## src/rtl/uart_tx_pkg.sv

```systemverilog
// Shared types and constants for the uart_tx serial transmitter.
// UART_TX_PARITY_EN adds an even-parity bit and the PARITY state.
package uart_tx_pkg;

    localparam int DATA_BITS = 8;

`ifdef UART_TX_PARITY_EN
    localparam int FRAME_BITS = DATA_BITS + 3;

    typedef enum logic [2:0] {
        IDLE,
        START,
        DATA,
        PARITY,
        STOP
    } tx_state_t;
`else
    localparam int FRAME_BITS = DATA_BITS + 2;

    typedef enum logic [1:0] {
        IDLE,
        START,
        DATA,
        STOP
    } tx_state_t;
`endif

endpackage

```

## src/rtl/uart_tx_fifo.sv

```systemverilog
// Synchronous FIFO feeding the transmitter, with full/empty flags.
// Pointers carry one extra wrap bit to distinguish full from empty.
module uart_tx_fifo #(
    parameter int WIDTH = 8,
    parameter int DEPTH = 4
) (
    input  logic             clk,
    input  logic             rst_n,
    input  logic             push_i,
    input  logic [WIDTH-1:0] wdata_i,
    input  logic             pop_i,
    output logic [WIDTH-1:0] rdata_o,
    output logic             full_o,
    output logic             empty_o
);

    localparam int AW = $clog2(DEPTH);

    logic [WIDTH-1:0] mem_q [DEPTH];
    logic [AW:0]      wptr_q, wptr_d;
    logic [AW:0]      rptr_q, rptr_d;
    logic             do_push, do_pop;

    assign empty_o = (wptr_q == rptr_q);
    assign full_o  = (wptr_q[AW] != rptr_q[AW]) &&
                     (wptr_q[AW-1:0] == rptr_q[AW-1:0]);
    assign rdata_o = mem_q[rptr_q[AW-1:0]];

    assign do_push = push_i && !full_o;
    assign do_pop  = pop_i && !empty_o;

    always_comb begin
        wptr_d = wptr_q;
        rptr_d = rptr_q;
        if (do_push) wptr_d = wptr_q + (AW+1)'(1);
        if (do_pop)  rptr_d = rptr_q + (AW+1)'(1);
    end

    always_ff @(posedge clk) begin
        if (!rst_n) begin
            wptr_q <= '0;
            rptr_q <= '0;
        end else begin
            wptr_q <= wptr_d;
            rptr_q <= rptr_d;
        end
    end

    always_ff @(posedge clk) begin
        if (do_push) mem_q[wptr_q[AW-1:0]] <= wdata_i;
    end

endmodule

```

## src/rtl/uart_tx.sv

```systemverilog
// 8N1 serial transmitter with a byte FIFO on a valid/ready input.
// Define UART_TX_PARITY_EN to append an even-parity bit to each frame.
module uart_tx
    import uart_tx_pkg::*;
#(
    parameter int DIV   = 16,
    parameter int DEPTH = 4
) (
    input  logic                 clk,
    input  logic                 rst_n,
    input  logic                 ena,
    input  logic [DATA_BITS-1:0] data_in,
    input  logic                 valid,
    output logic                 ready,
    output logic                 tx,
    output logic                 busy
);

    localparam int CW = $clog2(DIV);
    localparam logic [CW-1:0] CNT_LOAD = CW'(DIV - 1);
    localparam logic [2:0]    IDX_LAST = 3'(DATA_BITS - 1);

    tx_state_t            state_q, state_d;
    logic [CW-1:0]        cnt_q, cnt_d;
    logic [2:0]           idx_q, idx_d;
    logic [DATA_BITS-1:0] sh_q, sh_d;
    logic                 tx_q, tx_d;
    logic [DATA_BITS-1:0] rdata;
    logic                 push, pop, full, empty;
    logic                 bit_end, start_ok, load;
`ifdef UART_TX_PARITY_EN
    logic                 par_q, par_d;
`endif

    // Gating with rst_n keeps ready low while reset is held.
    assign ready    = rst_n && ena && !full;
    assign push     = valid && ready;
    assign busy     = (state_q != IDLE) || !empty;
    assign tx       = tx_q;
    assign bit_end  = (cnt_q == '0);
    assign start_ok = ena && !empty;

    uart_tx_fifo #(
        .WIDTH (DATA_BITS),
        .DEPTH (DEPTH)
    ) u_fifo (
        .clk     (clk),
        .rst_n   (rst_n),
        .push_i  (push),
        .wdata_i (data_in),
        .pop_i   (pop),
        .rdata_o (rdata),
        .full_o  (full),
        .empty_o (empty)
    );

    always_comb begin
        state_d = state_q;
        cnt_d   = bit_end ? CNT_LOAD : cnt_q - CW'(1);
        idx_d   = idx_q;
        sh_d    = sh_q;
        tx_d    = tx_q;
        pop     = 1'b0;
        load    = 1'b0;
`ifdef UART_TX_PARITY_EN
        par_d   = par_q;
`endif
        unique case (state_q)
            IDLE: begin
                tx_d  = 1'b1;
                cnt_d = CNT_LOAD;
                load  = start_ok;
            end
            START: begin
                if (bit_end) begin
                    state_d = DATA;
                    idx_d   = '0;
                    tx_d    = sh_q[0];
                end
            end
            DATA: begin
                if (bit_end) begin
                    if (idx_q == IDX_LAST) begin
`ifdef UART_TX_PARITY_EN
                        state_d = PARITY;
                        tx_d    = par_q;
`else
                        state_d = STOP;
                        tx_d    = 1'b1;
`endif
                    end else begin
                        idx_d = idx_q + 3'd1;
                        sh_d  = {1'b0, sh_q[DATA_BITS-1:1]};
                        tx_d  = sh_q[1];
                    end
                end
            end
`ifdef UART_TX_PARITY_EN
            PARITY: begin
                if (bit_end) begin
                    state_d = STOP;
                    tx_d    = 1'b1;
                end
            end
`endif
            STOP: begin
                if (bit_end) begin
                    state_d = IDLE;
                    load    = start_ok;
                end
            end
            default: begin
                state_d = IDLE;
                tx_d    = 1'b1;
            end
        endcase
        // Shared frame launch, used from IDLE and straight out of STOP.
        if (load) begin
            pop     = 1'b1;
            sh_d    = rdata;
            tx_d    = 1'b0;
            cnt_d   = CNT_LOAD;
            state_d = START;
`ifdef UART_TX_PARITY_EN
            par_d   = ^rdata;
`endif
        end
    end

    always_ff @(posedge clk) begin
        if (!rst_n) begin
            state_q <= IDLE;
            cnt_q   <= '0;
            idx_q   <= '0;
            sh_q    <= '0;
            tx_q    <= 1'b1;
`ifdef UART_TX_PARITY_EN
            par_q   <= 1'b0;
`endif
        end else begin
            state_q <= state_d;
            cnt_q   <= cnt_d;
            idx_q   <= idx_d;
            sh_q    <= sh_d;
            tx_q    <= tx_d;
`ifdef UART_TX_PARITY_EN
            par_q   <= par_d;
`endif
        end
    end

endmodule

```

## config.mk

```make
export PLATFORM = sky130hd
export DESIGN_NAME = uart_tx
export DESIGN_NICKNAME = d
export VERILOG_FILES = /design/src/rtl/uart_tx_pkg.sv /design/src/rtl/uart_tx_fifo.sv /design/src/rtl/uart_tx.sv
export SDC_FILE = /design/constraint.sdc
export NUM_CORES = 1
export LEC_CHECK = 0
export CORE_AREA = 2 2 95 97
export CTS_BUF_LIST = sky130_fd_sc_hd__clkbuf_8 sky130_fd_sc_hd__clkbuf_16
export DETAILED_ROUTE_END_ITERATION = 12
export DIE_AREA = 0 0 97 99
export SLEW_MARGIN = 20
export SYNTH_ARGS = -nofsm -noshare
export SYNTH_HDL_FRONTEND = slang
export SYNTH_SLANG_ARGS = --single-unit
```

## constraint.sdc

```tcl
create_clock -name clk -period 1.7 [get_ports clk]
set_input_delay 0.255 -clock clk [delete_from_list [all_inputs] [get_ports clk]]
set_output_delay 0.255 -clock clk [all_outputs]
set_load 0.02 [all_outputs]
```

==> results.ini <==
[run_status]
status=finished clean

[clock_network]
cts_sinks=58
cts_buffers=9
htreeDepth=3
cts_tree=done
clk_path_buf_depth=2
path_clk_slew_ps=70
clock_latency_ps=330
cts_root_buf=clkbuf_8

[logic_synthesis]
synth_nets=228
synth_edf_count=32
synth_top_area_share_pct=37.43
synth-main-ff-cell=edfxtp_1
syn-cell-area_mm2=0.002567
seq_area_frac_synth_pct=57.70
netlist_instances=203
ys_ff_latch=58
yosys_warnings=0
async_reset_ff_share_pct=0
synth.avg_cell_area_um2=12.65
synth_cell_types=43
yosysTopAreaCell=edfxtp_1
synth_area_leaders=edfxtp_1, dfxtp_1, mux4_2

[power_and_ir_drop]
intPower_uw=3024
swShare_pct=30.96
p_leak_uw=0.001214
powerDensity_mw_per_mm2=1301
peakVddDrop_uv=616.7
seq_power_share_pct=38.9
p_sw_uw=1356
p_comb_share_pct=33.2
p_clk_share_pct=27.9

[routing]
routed_wl_mm=4.693
dr.first_iter.drc_count=77
vias=1702
routed_via_density=4.702
wl_per_cell_um=12.96
dr.pass1.iters=4
drc=0
drtAntennaViolNets=0

[floorplanning]
die_w_um=97
coreArea_mm2=0.008551
die-area_mm2=0.009603
row_count=34
die_y_um=99
start_util_pct=30.03
pin_count=15

[critical_path]
crit_cells=6
endpoint=state_q[1]$_SDFFE_PP0P_
r2r_end=state_q[1]$_SDFFE_PP0P_
path_cells=inv_2 > ha_1 > or2_2 > a2bb2oi_2 > or3_1 > a211oi_2
crit_path_start_kind=flip-flop
crit_fanout=4
cp.arrival_ps=1890
cp_num_buf_inv=1
rr_startpoint=state_q[1]$_SDFFE_PP0P_
critical_path_required_ps=1950
end_kind=flip-flop
critPathKind=reg2reg
max_stage_delay_ps=360
startpoint=state_q[1]$_SDFFE_PP0P_
critical_path.slowest_cell=dfxtp_2
reg2reg_setup_slack_ps=60
path_delay_family=simple AND/OR/NAND/NOR gates
ff2ff_path_depth=6

[place]
pre_cts_ws_ps=-169.5
dp_hpwl_mm=3.271
dp_cells=342
gp_congestion=0.7434
portBuffers=14

[timing]
tightest_slew_ps=368.4
fin_crit_sh_pct=96.31
setup_viol=0
layout_setup_ws_ps=62.77
fmax_ghz=0.6108
finalHoldViolations=0
period_needed_ps=1637
slew_headroom_pct=75.40
skew_ps=7.718
maxSlewViolCount=0

[layout]
multi_input_area_mm2=0.001112
final_cells=362
final_core_util_pct=39.38
seqCellArea_mm2=0.001484
layout_common_cells=edfxtp_1, buf_4, dfxtp_1
layout-drive-gt1-share_pct=34.25
nFillCells=824
diodes=0
layout.nets=274
synthToLayoutAreaGrowth_pct=31.14
mostFrequentLayoutCell=edfxtp_1

[min_path]
worstHoldPathType=reg2reg

[grt]
grt_pass1_wl_mm=7.810
antenna_found_initial=0
grt_pass1_vias=1665
globalRouteTotalUtil_pct=10.54
grt-ovfl-total=0
grt_max_degree=16

[job]
max_cap_violations=0

-- routing by layer --
layer	vias up	track usage, %	share of wire [%]
met4	0	5.200	1.4
met1	806	12.74	45
met5	-	0	0
met3	8	3.688	4.0
li1	857	-	-
met2	31	16.83	49
-- state kept, by name, indices dropped and copies added (netlist names), named ones only --
register and cells:
tx 1, u_fifo.rptr_q 3, u_fifo.wptr_q 3, state_q 2
cnt_q 4, sh_q 8, idx_q 3, u_fifo.mem_q 32
-- power by group through the flow --
stage                     registers [uW]  logic [uW]  clock network [uW]
after floorplan                     1710         814                   0
after global placement              1720        1250                   0
after detailed placement            1720        1260                   0
after CTS                           1700        1260                1270
after global routing                1720        1600                1330
final                               1710        1450                1220
-- synth_stat cells (all sizes together) (4+ instances only) --
cell / count
a21oi: 14
a311oi: 7
and3: 5
buf: 7
dfxtp: 26
edfxtp: 32
ha: 13
inv: 7
mux2i: 4
mux4: 8
nand2: 19
nand3: 11
nor2b: 4
nor3: 7
o21ai: 7
-- what timing repair did --
action                                  CTS  global route
gates resized for setup                  11            26
pin swaps                                 0             3
buffers inserted                          1             3
hold buffers                              0             0
gates cloned                              0             0
endpoints found under the hold margin     0             0
endpoints found under the setup margin   18            21
-- area by class of cell --
class                   count  share of cell area, %
clock buffers               9                  3.679
clock inverters             7                  2.081
inverters                   8                 0.8919
multi-input cells         128                  33.04
flip-flops and latches     58                  44.07
well taps                 108                  4.013
repair buffers             44                  12.23
-- through the flow --
| stage | area [um^2] | TNS [ps] | total power (uW) | hold WS [ps] |
|---|---|---|---|---|
| after detailed placement | 3047 | -2985 | 2983 | 450.6 |
| after CTS | 3249 | 0 | 4223 | 460.9 |
| after global placement | 3047 | -2748 | 2971 | 442.6 |
| final | 3367 | 0 | 4379 | 464.4 |
| after global routing | 3367 | -18.11 | 4651 | 500.9 |
| after floorplan | 2574 | 0 | 2523 | 353.9 |
-- worst min-delay path by stage --
stage	start	to	slack, ps	cells after the start
CTS	idx_q[2]$_SDFFE_PN0P_	idx_q[2]$_SDFFE_PN0P_	460	2
finish	idx_q[2]$_SDFFE_PN0P_	idx_q[2]$_SDFFE_PN0P_	460	2
floorplan	data_in[0]	u_fifo.mem_q[0][0]$_DFFE_PP_	350	0
global placement	idx_q[1]$_SDFFE_PN0P_	idx_q[1]$_SDFFE_PN0P_	440	2
global route	sh_q[0]$_SDFFE_PN0P_	sh_q[0]$_SDFFE_PN0P_	500	2
detailed placement	idx_q[2]$_SDFFE_PN0P_	idx_q[2]$_SDFFE_PN0P_	450	2
-- worst min-delay path: cells and delay by family (launching register included) --
family	cells	cell delay, ps
flops	1	320
simple gates	1	50
compound gates	1	50
-- kinds of logic after synthesis --
group | after synthesis | share of synthesized area (%)
simple gates | 60 | 12.96
xor+xnor | 4 | 1.365
fa+ha+maj | 13 | 6.335
buf+inv | 17 | 3.021
flops | 58 | 57.70
mux | 12 | 8.577
compound gates | 39 | 10.04
(Power assumes the default switching activity.)
